$ cat src/rtl/seg7_scan_ctrl.sv
// Four-digit common-anode 7-segment scan scheduler with frame-coherent source capture and auto paging.
// Optional build macro LEADING_ZERO_BLANK_EN blanks leading zero digits of the current page.
module seg7_scan_ctrl #(
  parameter int unsigned DIGIT_CYCLES = 100000,
  parameter int unsigned BLANK_CYCLES = 1000,
  parameter int unsigned PAGE_FRAMES  = 200
) (
  input  logic        clk,
  input  logic        reset,
  input  logic [31:0] data_a,
  input  logic [31:0] data_b,
  input  logic        src_sel,
  input  logic        page_hold,
  output logic [6:0]  out0,
  output logic [3:0]  enable,
  output logic        dp
);

  localparam int unsigned PH_MAX = (DIGIT_CYCLES > BLANK_CYCLES) ? DIGIT_CYCLES : BLANK_CYCLES;
  localparam int unsigned PH_W   = (PH_MAX > 1) ? $clog2(PH_MAX) : 1;
  localparam int unsigned FR_W   = (PAGE_FRAMES > 1) ? $clog2(PAGE_FRAMES) : 1;

  localparam logic [PH_W-1:0] DIGIT_LAST = PH_W'(DIGIT_CYCLES - 1);
  localparam logic [PH_W-1:0] BLANK_LAST = PH_W'(BLANK_CYCLES - 1);
  localparam logic [FR_W-1:0] FRAME_LAST = FR_W'(PAGE_FRAMES - 1);

  localparam logic [0:0] ST_BLANK = 1'b0;
  localparam logic [0:0] ST_DRIVE = 1'b1;

  logic [0:0]      state;
  logic [1:0]      idx;
  logic [PH_W-1:0] ph_cnt;
  logic [FR_W-1:0] fr_cnt;
  logic            page;
  logic [31:0]     shadow;

  logic [15:0] half;
  logic [3:0]  nibble;
  logic        lz_blank;
  logic [6:0]  drv_seg;
  logic [3:0]  drv_en;
  logic        drv_dp;

  function automatic logic [6:0] hex7(input logic [3:0] n);
    case (n)
      4'h0: hex7 = 7'h40;
      4'h1: hex7 = 7'h79;
      4'h2: hex7 = 7'h24;
      4'h3: hex7 = 7'h30;
      4'h4: hex7 = 7'h19;
      4'h5: hex7 = 7'h12;
      4'h6: hex7 = 7'h02;
      4'h7: hex7 = 7'h78;
      4'h8: hex7 = 7'h00;
      4'h9: hex7 = 7'h10;
      4'hA: hex7 = 7'h08;
      4'hB: hex7 = 7'h03;
      4'hC: hex7 = 7'h46;
      4'hD: hex7 = 7'h21;
      4'hE: hex7 = 7'h06;
      default: hex7 = 7'h0E;
    endcase
  endfunction

  // Drive values are computed from the digit about to be (or being) shown.
  always_comb begin
    half     = page ? shadow[31:16] : shadow[15:0];
    nibble   = half[{idx, 2'b00} +: 4];
    lz_blank = 1'b0;
`ifdef LEADING_ZERO_BLANK_EN
    case (idx)
      2'd1:    lz_blank = (half[15:4] == '0);
      2'd2:    lz_blank = (half[15:8] == '0);
      2'd3:    lz_blank = (half[15:12] == '0);
      default: lz_blank = 1'b0;
    endcase
`endif
    drv_seg = lz_blank ? 7'h7F : hex7(nibble);
    drv_en  = ~(4'b0001 << idx);
    drv_dp  = ~((idx == 2'd3) && page);
  end

  always_ff @(posedge clk) begin
    if (reset) begin
      state  <= ST_BLANK;
      idx    <= '0;
      ph_cnt <= '0;
      fr_cnt <= '0;
      page   <= 1'b0;
      shadow <= '0;
      enable <= '1;
      out0   <= '1;
      dp     <= 1'b1;
    end else begin
      case (state)
        ST_BLANK: begin
          if (ph_cnt == BLANK_LAST) begin
            state  <= ST_DRIVE;
            ph_cnt <= '0;
            enable <= drv_en;
            out0   <= drv_seg;
            dp     <= drv_dp;
          end else begin
            ph_cnt <= ph_cnt + 1'b1;
            enable <= '1;
            out0   <= '1;
            dp     <= 1'b1;
          end
        end
        default: begin
          if (ph_cnt == DIGIT_LAST) begin
            state  <= ST_BLANK;
            ph_cnt <= '0;
            idx    <= (idx == 2'd3) ? 2'd0 : idx + 2'd1;
            enable <= '1;
            out0   <= '1;
            dp     <= 1'b1;
            if (idx == 2'd3) begin
              shadow <= src_sel ? data_b : data_a;
              if (!page_hold) begin
                if (fr_cnt == FRAME_LAST) begin
                  fr_cnt <= '0;
                  page   <= ~page;
                end else begin
                  fr_cnt <= fr_cnt + 1'b1;
                end
              end
            end
          end else begin
            ph_cnt <= ph_cnt + 1'b1;
            enable <= drv_en;
            out0   <= drv_seg;
            dp     <= drv_dp;
          end
        end
      endcase
    end
  end

endmodule

$ cat config.mk
export PLATFORM = sky130hd
export DESIGN_NAME = seg7_scan_ctrl
export DESIGN_NICKNAME = d
export VERILOG_FILES = /design/src/rtl/seg7_scan_ctrl.sv
export SDC_FILE = /design/constraint.sdc
export NUM_CORES = 1
export LEC_CHECK = 0
export ABC_AREA = 1
export BUFFER_PORTS_ARGS = -buffer_cell sky130_fd_sc_hd__buf_2
export CAP_MARGIN = 0
export CORE_AREA = 2 2 85 87
export CTS_CLUSTER_SIZE = 8
export DETAILED_ROUTE_END_ITERATION = 8
export DIE_AREA = 0 0 87 89
export GPL_TIMING_DRIVEN = 0
export PLACE_DENSITY = 0.83
export SKIP_CTS_REPAIR_TIMING = 1
export SYNTH_ARGS = -nofsm -noshare
export SYNTH_HDL_FRONTEND = slang
export SYNTH_SLANG_ARGS = --single-unit
$ cat constraint.sdc
create_clock -name clk -period 3 [get_ports clk]
set_input_delay 0.6 -clock clk [delete_from_list [all_inputs] [get_ports clk]]
set_output_delay 0.6 -clock clk [all_outputs]
set_load 0.01 [all_outputs]
==> flow_metrics.py, run 1 <==
metrics = {
    "yosys": {
        "synth_area_um2": 3890,
        "synth_top_area_cell": "dfxtp_1",
        "synth_top_area_frac": 0.376,
        "synth_compound_area_frac": 0.144,
        "synth_top_family_by_area": "simple AND/OR/NAND/NOR gates",
        "syn_avg_cell_area_um2": 7.41,
        "synth-adder-area-share": 0.0386,
        "yosysWarnings": 0,
        "syn-num-nets": 605,
        "synth_cell_types": 37,
        "synthMuxAreaShare": 0.0823,
        "ys_ff_latch": 73,
        "synth_top_cells_by_area": "dfxtp_1 (38%), nand2_1 (8.4%), mux2i_1 (8.2%), nor2_1 (8.2%), o21ai_0 (5.3%)",
        "syn_inst": 525,
        "synth-xor-area-share": 0.0180,
        "yosys.area_share.simple": 0.277,
        "ys_seq_area_frac": 0.376,
    },
    "floorplanning": {
        "initial_core_util": 0.579,
        "fp.coreArea_um2": 6720,
        "die_w_um": 87,
        "pin_count": 80,
        "die_h_um": 89,
        "die-area_um2": 7740,
        "num_rows": 30,
    },
    "detailed_routing": {
        "drt_iter0_drc": 226,
        "routed_via_density": 5.42,
        "dr_total_vias": 3789,
        "dr.pass1.iters": 4,
        "wire_per_inst_um": 13.4,
        "wirelength_mm": 9.37,
        "drtAntennaViolNets": 0,
        "drc": 0,
    },
    "global_routing": {
        "grt_max_degree": 13,
        "overflow": 0,
        "grt_pass1_vias": 3609,
        "antenna_found_initial": 0,
        "grt_usage": 0.252,
        "grt_pass1_wl_mm": 15.5,
    },
    "critical_path": {
        "critPathKind": "register to register",
        "r2r_slack_ns": 0.83,
        "start_kind": "register",
        "critPathMaxFanout": 10,
        "cp_data_required_time_ns": 3.24,
        "worstPathArrival_ns": 2.42,
        "end_kind": "register",
    },
    "pwr": {
        "p_per_area_nw_per_um2": 410,
        "ir_drop_uv": 271,
        "p_leak_nw": 2.02,
    },
    "timing": {
        "fin_crit_ns": 2.17,
        "finalHoldViolCount": 0,
        "slew_headroom": 0.542,
        "setup_tns_ns": 0,
        "worstMarginPinSlew_ns": 0.687,
        "clock_skew_ns": 0.0111,
        "fmax_ghz": 0.460,
        "setup_viol_count_final": 0,
        "rsz0062_at_grt": "false",
        "maxSlewViolCount": 0,
        "fin_crit_sh": 0.724,
    },
    "clocking": {
        "cts.sink_count": 73,
        "htree_levels": 3,
        "cts_root_buf": "clkbuf_8",
        "cts.path.max_buffers": 2,
        "numCtsBuffers": 9,
        "clock_latency_ns": 0.35,
        "clk_pin_slew_ns": 0.08,
        "cts_tree": "done",
    },
    "run": {
        "drv_cap": 0,
    },
    "finish": {
        "final_layout_size_suffix_gt1_frac": 0.226,
        "n_antenna_cell": 0,
        "nets": 694,
        "final_util": 0.683,
        "area_growth_pct": 17.9,
    },
    "hold_path": {
        "holdCritPathClass": "register to register",
    },
    "placement": {
        "gp_congestion": 0.927,
        "port_buffers": 78,
        "hpwl_mm": 6.97,
    },
    "run_status": {
        "status": "finished, final reports clean",
    },
}
==> stage by stage <==
stage / power [mW] / setup slack (ns) / cell area (µm²) / hold slack, ns / std cells
5_1_grt: 1.94 / 0.610 / 4590 / 0.474 / 699
3_3_place_gp: 1.10 / 0.878 / 4380 / 0.430 / 683
2_1_floorplan: 1.05 / 1.21 / 3890 / 0.418 / 525
4_1_cts: 1.89 / 0.838 / 4590 / 0.459 / 699
6_report: 1.88 / 0.827 / 4590 / 0.454 / 699
3_5_place_dp: 1.11 / 0.872 / 4380 / 0.441 / 683
==> power breakdown <==
group | switching, mW | internal, mW | total (mW) | leakage, nW
Sequential | 0.00218 | 0.971 | 0.974 | 0.589
Clock | 0.369 | 0.430 | 0.799 | 0.103
Combinational | 0.0530 | 0.0571 | 0.110 | 1.33
==> registers in the layout (all words and copies together) (netlist names) <==
signal,count
fr_cnt,8
enable,4
idx,2
dp,1
state,1
out0,7
shadow,32
page,1
ph_cnt,17
==> logic make-up after synthesis <==
group	count (synthesis)
muxes	32
and+or+nand+nor	238
DFF	73
xor gates and xnor gates	8
buffers and inverters	58
adders and majority gates	12
AOI/OAI and AO/OA	104
==> cell usage after synthesis <==
cell / count
mux2i_1: 32
buf_6: 1
o21a_1: 1
nor3b_1: 2
xor2_1: 7
inv_2: 8
nand3_4: 1
nand4_1: 6
nand2_2: 5
a21oi_2: 7
nand3b_4: 1
dfxtp_1: 73
nand3_2: 3
o21ai_2: 1
a21oi_1: 38
buf_2: 11
nor2_2: 3
clkinv_1: 2
nor2_4: 3
buf_1: 3
o21ai_0: 41
nor2_1: 85
a211oi_1: 1
clkbuf_1: 3
o22ai_1: 2
or2_2: 1
o21ai_1: 12
nor3_1: 6
a31oi_1: 1
inv_1: 28
nand3_1: 29
ha_1: 12
xnor2_1: 1
nand2_1: 87
buf_8: 1
buf_4: 1
nand3b_1: 6
==> worst paths after layout <==
check	from	to	cells after the start
worst min-delay path	ph_cnt[0]	ph_cnt[0]	1
worst max-delay path	page	out0[3]	12
worst min register to register	ph_cnt[0]	ph_cnt[0]	1
worst max register to register	page	out0[3]	12
==> routing by layer <==
metal,up-vias,part of all wire,GRT usage
li1,1916,-,-
met1,1713,0.42,0.292
met2,126,0.49,0.441
met3,34,0.048,0.0351
met4,0,0.037,0.149
met5,-,0,0
==> layout by cell type (no fill, tap or decap), types with 11 or more instances in the layout <==
cell type / synthesis / routed
a21oi_1: 38 / 38
buf_2: 11 / 89
clkbuf_8: 0 / 11
dfxtp_1: 73 / 73
ha_1: 12 / 12
inv_1: 28 / 28
mux2i_1: 32 / 32
nand2_1: 87 / 87
nand3_1: 29 / 29
nor2_1: 85 / 85
o21ai_0: 41 / 41
o21ai_1: 12 / 12
==> critical path, stage by stage (launching register included) <==
cell,delay (ns)
dfxtp_1,0.38
buf_2,0.21
nor2_1,0.18
nor2_1,0.05
o21ai_0,0.07
nand2_1,0.08
o21ai_1,0.38
inv_1,0.16
ha_1,0.24
nand3_1,0.12
nand2_1,0.07
nand2_1,0.05
nand3_1,0.06
==> final cells by class <==
type	count	area, µm²
buffer	20	111
clock buffer	12	155
clock inverter	4	51.3
fill	580	2130
inverter	38	143
multi-input combinational	394	2180
sequential	73	1460
tap	80	100
timing repair buffer	78	390
(Power assumes the default switching activity.)
==> run 2: changes to the inputs <==
--- a/config.mk
+++ b/config.mk
@@ -8,12 +8,12 @@
 export ABC_AREA = 1
 export BUFFER_PORTS_ARGS = -buffer_cell sky130_fd_sc_hd__buf_2
 export CAP_MARGIN = 0
-export CORE_AREA = 2 2 85 87
+export CORE_AREA = 2 2 88 90
 export CTS_CLUSTER_SIZE = 8
 export DETAILED_ROUTE_END_ITERATION = 8
-export DIE_AREA = 0 0 87 89
+export DIE_AREA = 0 0 90 92
 export GPL_TIMING_DRIVEN = 0
-export PLACE_DENSITY = 0.83
+export PLACE_DENSITY = 0.78
 export SKIP_CTS_REPAIR_TIMING = 1
 export SYNTH_ARGS = -nofsm -noshare
 export SYNTH_HDL_FRONTEND = slang
==> constraint.sdc (replaced) <==
create_clock -name clk -period 2.03 [get_ports clk]
set_input_delay 0.406 -clock clk [delete_from_list [all_inputs] [get_ports clk]]
set_output_delay 0.406 -clock clk [all_outputs]
set_load 0.01 [all_outputs]
==> run 2 against run 1 <==
Effect of this change: die area increased by 6.9%; final cell count increased by 3.3%; utilization decreased by 5.6 points; critical endpoint unchanged; largest cell class unchanged.
==> flow_metrics.py, run 2 (synthesis results as in run 1) <==
metrics = {
    "timing": {
        "maxSlewViolCount": 0,
        "slew_headroom": 0.561,
        "fmax_ghz": 0.518,
        "setup_viol_count_final": 0,
        "clock_skew_ns": 0.0117,
        "fin_crit_ns": 1.93,
        "finalHoldViolCount": 0,
        "worstMarginPinSlew_ns": 0.659,
        "fin_crit_sh": 0.951,
    },
    "clocking": {
        "cts.sink_count": 73,
        "numCtsBuffers": 9,
        "clock_latency_ns": 0.35,
        "clk_pin_slew_ns": 0.08,
        "cts_root_buf": "clkbuf_8",
        "cts.path.max_buffers": 2,
        "htree_levels": 3,
        "cts_tree": "done",
    },
    "critical_path": {
        "slowest_stage": "dfxtp_1",
        "worst-path-buf-inv": 3,
        "endpoint": "out0[3]",
        "r2r_slack_ns": 0.1,
        "critPathMaxStageDelay_ns": 0.34,
        "end_kind": "register",
        "reg2regPathDepth": 12,
        "crit_family": "simple AND/OR/NAND/NOR gates",
        "cp_common_cell": "nand2_1",
        "start_kind": "register",
        "worst_r2r_endpoint": "out0[3]",
        "cp_data_required_time_ns": 2.27,
        "critPathMaxFanout": 11,
        "worstSetupStartpoint": "idx[0]",
        "cp.depth": 12,
        "cp_cell_sequence": "clkbuf_4, inv_6, nor2_1, o21ai_1, nand2_1, o21ai_4, inv_1, ha_1, nand3_1, nand2_1, nand2_1, nand3_1",
        "worstPathArrival_ns": 2.17,
        "critPathKind": "register to register",
        "r2r-start": "idx[0]",
    },
    "detailed_routing": {
        "wire_per_inst_um": 13.0,
        "wirelength_mm": 9.38,
        "drtAntennaViolNets": 0,
        "drt_iter0_drc": 120,
        "routed_via_density": 5.29,
        "dr_total_vias": 3816,
        "dr.pass1.iters": 5,
        "drc": 0,
    },
    "hold_path": {
        "holdCritPathClass": "input pin to register",
        "holdPathStages": 2,
    },
    "floorplanning": {
        "die_w_um": 90,
        "die_h_um": 92,
        "initial_core_util": 0.523,
        "die-area_um2": 8280,
        "pin_count": 80,
        "num_rows": 32,
        "fp.coreArea_um2": 7450,
    },
    "pwr": {
        "power_mw": 2.87,
        "ir_drop_uv": 453,
        "p_per_area_nw_per_um2": 615,
        "p_leak_nw": 2.04,
    },
    "placement": {
        "place_area_um2": 4410,
        "dp.cells": 705,
        "port_buffers": 78,
        "gp_congestion": 0.906,
        "hpwl_mm": 7.01,
    },
    "finish": {
        "nets": 695,
        "largest_reg_flops": 32,
        "seq_area_um2": 1460,
        "reg_top3": "shadow x32, ph_cnt x17, fr_cnt x8",
        "final_cells": 722,
        "final_common_cell": "buf_2",
        "multi_input_area_um2": 2200,
        "n_antenna_cell": 0,
        "final_util": 0.627,
        "stdcell_area_um2": 4670,
        "area_growth_pct": 20.0,
        "fillers": 697,
        "final_layout_size_suffix_gt1_frac": 0.232,
        "final_cell_mix": "buf_2 (88), nand2_1 (87), nor2_1 (84), dfxtp_1 (72), o21ai_0 (39)",
        "largest_register": "shadow",
    },
    "run_status": {
        "status": "finished, final reports clean",
    },
    "global_routing": {
        "grt_pass1_wl_mm": 15.6,
        "grt_usage": 0.230,
        "grt_pass1_vias": 3749,
        "antenna_found_initial": 0,
        "overflow": 0,
        "grt_max_degree": 13,
    },
    "run": {
        "drv_cap": 0,
    },
}
run 2: how the worst min path moves through the flow:
stage,start,to
CTS,reset,idx[0]
finish,reset,idx[0]
floorplan,ph_cnt[0],ph_cnt[0]
global placement,ph_cnt[0],ph_cnt[0]
global route,reset,idx[0]
detailed placement,ph_cnt[0],ph_cnt[0]
run 2: final cells by class:
type                            instances  area share
Tap cell                              102      0.0273
Sequential cell                        73       0.313
Clock buffer                           12      0.0311
Timing Repair Buffer                   79      0.0852
Buffer                                 20      0.0244
Clock inverter                          4      0.0163
Multi-Input combinational cell        394       0.471
Inverter                               38      0.0316
run 2: per-layer routing:
| metal | share of wire | vias to the layer above | global-route usage |
|---|---|---|---|
| met5 | 0 | - | 0 |
| met2 | 0.49 | 122 | 0.412 |
| met1 | 0.43 | 1742 | 0.260 |
| met4 | 0.034 | 0 | 0.132 |
| li1 | - | 1927 | - |
| met3 | 0.045 | 25 | 0.0370 |
run 2: per-stage QoR:
| step | setup slack [ns] | hold slack [ns] | setup TNS (ns) |
|---|---|---|---|
| 2_1_floorplan | 0.236 | 0.418 | 0 |
| 3_3_place_gp | -0.0660 | 0.429 | -0.137 |
| 3_5_place_dp | -0.0828 | 0.447 | -0.264 |
| 4_1_cts | -0.0988 | 0.268 | -0.357 |
| 5_1_grt | -0.0444 | 0.278 | -0.0893 |
| 6_report | 0.0992 | 0.279 | 0 |
run 2: power by group:
group	total (mW)	leakage, nW	switching [mW]	internal (mW)
Combinational	0.161	1.34	0.0766	0.0842
Clock	1.27	0.107	0.541	0.729
Sequential	1.44	0.589	0.00318	1.44
==> run 3: changes to the inputs <==
--- a/config.mk
+++ b/config.mk
@@ -8,12 +8,12 @@
 export ABC_AREA = 1
 export BUFFER_PORTS_ARGS = -buffer_cell sky130_fd_sc_hd__buf_2
 export CAP_MARGIN = 0
-export CORE_AREA = 2 2 88 90
+export CORE_AREA = 2 2 85 87
 export CTS_CLUSTER_SIZE = 8
 export DETAILED_ROUTE_END_ITERATION = 8
-export DIE_AREA = 0 0 90 92
+export DIE_AREA = 0 0 87 89
 export GPL_TIMING_DRIVEN = 0
-export PLACE_DENSITY = 0.78
+export PLACE_DENSITY = 0.83
 export SKIP_CTS_REPAIR_TIMING = 1
 export SYNTH_ARGS = -nofsm -noshare
 export SYNTH_HDL_FRONTEND = slang
==> constraint.sdc (replaced) <==
create_clock -name clk -period 2.3 [get_ports clk]
set_input_delay 0.46 -clock clk [delete_from_list [all_inputs] [get_ports clk]]
set_output_delay 0.46 -clock clk [all_outputs]
set_load 0.01 [all_outputs]
==> run 3 against run 2 <==
Effect of this change: utilization grew 5.7 points; largest cell class unchanged; sequential power shrank 12%; largest power group unchanged; sequential share of layout area grew 0.48 points; sequential cell count is the same; critical path type unchanged; register-to-register slack gained 0.14 ns; power shrank 15%; hold slack gained 0.049 ns; final cell count shrank 3.2%; first-iteration DRC count grew 57%; critical path depth shrank 3; routed wire length is essentially flat.
==> flow_metrics.py, run 3 (synthesis results as in run 1) <==
metrics = {
    "pwr": {
        "p_per_area_nw_per_um2": 534,
        "ir_drop_uv": 350,
        "p_clk_frac": 0.423,
        "intPower_mw": 1.90,
        "power_switching_mw": 0.550,
        "p_leak_nw": 2.02,
        "power.share.combinational": 0.059,
        "pwr-share-seq": 0.518,
        "p_sw_frac": 0.224,
    },
    "detailed_routing": {
        "wirelength_mm": 9.38,
        "drc": 0,
        "routed_via_density": 5.45,
        "dr.pass1.iters": 5,
        "drtAntennaViolNets": 0,
        "wire_per_inst_um": 13.4,
        "drt_iter0_drc": 189,
        "dr_total_vias": 3808,
    },
    "timing": {
        "slew_headroom": 0.542,
        "setup_viol_count_final": 0,
        "clock_skew_ns": 0.0103,
        "worstMarginPinSlew_ns": 0.686,
        "fin_crit_ns": 2.06,
        "setup_tns_ns": 0,
        "maxSlewViolCount": 0,
        "finalHoldViolCount": 0,
        "fmax_ghz": 0.485,
        "fin_crit_sh": 0.896,
        "rsz0062_at_grt": "false",
    },
    "critical_path": {
        "end_kind": "register",
        "start_kind": "register",
        "reg2regPathDepth": 9,
        "worstPathArrival_ns": 2.31,
        "critPathKind": "register to register",
        "worst_r2r_endpoint": "out0[1]",
        "r2r_slack_ns": 0.24,
        "cp_data_required_time_ns": 2.55,
        "r2r-start": "page",
        "critPathMaxFanout": 10,
    },
    "global_routing": {
        "grt_usage": 0.252,
        "grt_pass1_vias": 3609,
        "antenna_found_initial": 0,
        "grt_pass1_wl_mm": 15.5,
        "overflow": 0,
        "grt_max_degree": 13,
    },
    "clocking": {
        "clock_latency_ns": 0.35,
        "clk_pin_slew_ns": 0.08,
        "numCtsBuffers": 9,
        "cts_root_buf": "clkbuf_8",
        "htree_levels": 3,
        "cts.sink_count": 73,
        "cts.path.max_buffers": 2,
        "cts_tree": "done",
    },
    "floorplanning": {
        "die_w_um": 87,
        "initial_core_util": 0.579,
        "fp.coreArea_um2": 6720,
        "num_rows": 30,
        "die_h_um": 89,
        "pin_count": 80,
        "die-area_um2": 7740,
    },
    "hold_path": {
        "min_to": "idx[0]",
        "min_from": "reset",
        "holdCritPathClass": "input pin to register",
        "holdPathStages": 2,
    },
    "finish": {
        "final_cell_mix": "buf_2 (89), nand2_1 (87), nor2_1 (85), dfxtp_1 (73), o21ai_0 (41)",
        "final_layout_size_suffix_gt1_frac": 0.229,
        "area_growth_pct": 18.1,
        "nets": 694,
        "largest_reg_flops": 32,
        "n_antenna_cell": 0,
        "reg_top3": "shadow x32, ph_cnt x17, fr_cnt x8",
        "final_util": 0.684,
        "final_common_cell": "buf_2",
        "largest_register": "shadow",
    },
    "placement": {
        "hpwl_mm": 6.97,
        "gp_congestion": 0.927,
        "port_buffers": 78,
    },
    "run": {
        "drv_cap": 0,
    },
    "run_status": {
        "status": "finished, final reports clean",
    },
}
-- run 3: cell types whose count changed in the layout (fill, tap and decap cells not counted), sizes merged --
cell and delta:
clkinv +1, bufinv -1, clkbuf -1
-- run 3: routing by layer --
metal  up-vias  wire length, µm  track usage
li1       1917                -            -
met1      1714             3920        0.292
met2       146             4610        0.441
met3        31              477       0.0351
met4         0              365        0.149
met5         -                0            0
-- run 3: power by group through the flow --
| stage | combinational [mW] | clock (mW) | sequential (mW) |
|---|---|---|---|
| 3_5_place_dp | 0.144 | 0 | 1.30 |
| 5_1_grt | 0.159 | 1.10 | 1.27 |
| 4_1_cts | 0.145 | 1.05 | 1.27 |
| 3_3_place_gp | 0.137 | 0 | 1.30 |
| 6_report | 0.144 | 1.04 | 1.27 |
| 2_1_floorplan | 0.0712 | 0 | 1.30 |
-- run 3: worst max-delay path, stage by stage, from the launching register on --
cell	delay [ns]
dfxtp_1	0.47
buf_2	0.28
o21ai_0	0.13
o21ai_0	0.31
o21ai_2	0.16
ha_1	0.30
nand3_1	0.11
nor2_1	0.05
nor2_1	0.08
nand2_1	0.06
-- run 3: through the flow --
stage / instances / power [mW] / instance area, µm² / setup slack, ns / hold slack (ns)
after global routing: 699 / 2.53 / 4600 / 0.0540 / 0.334
after global placement: 683 / 1.44 / 4380 / 0.178 / 0.430
after CTS: 699 / 2.47 / 4590 / 0.138 / 0.320
after detailed placement: 683 / 1.44 / 4380 / 0.172 / 0.441
after floorplan: 525 / 1.37 / 3890 / 0.506 / 0.418
final: 699 / 2.45 / 4600 / 0.239 / 0.328
-- run 3: worst max-delay path by stage --
| stage | to | slack, ns | cells past startpoint | from |
|---|---|---|---|---|
| after floorplan | out0[3] | 0.51 | 12 | idx[0] |
| after global placement | out0[3] | 0.18 | 12 | page |
| after detailed placement | out0[3] | 0.17 | 12 | page |
| after CTS | out0[3] | 0.14 | 12 | page |
| after global routing | out0[3] | 0.05 | 11 | page |
| final | out0[1] | 0.24 | 9 | page |
-- run 3: layout make-up --
cell class	count	area, µm²
well taps	80	100
inverters	38	143
flip-flops and latches	73	1460
plain buffers	20	111
clock buffers	12	155
clock inverters	4	51.3
multi-input cells	394	2180
fillers	580	2120
repair buffers	78	390
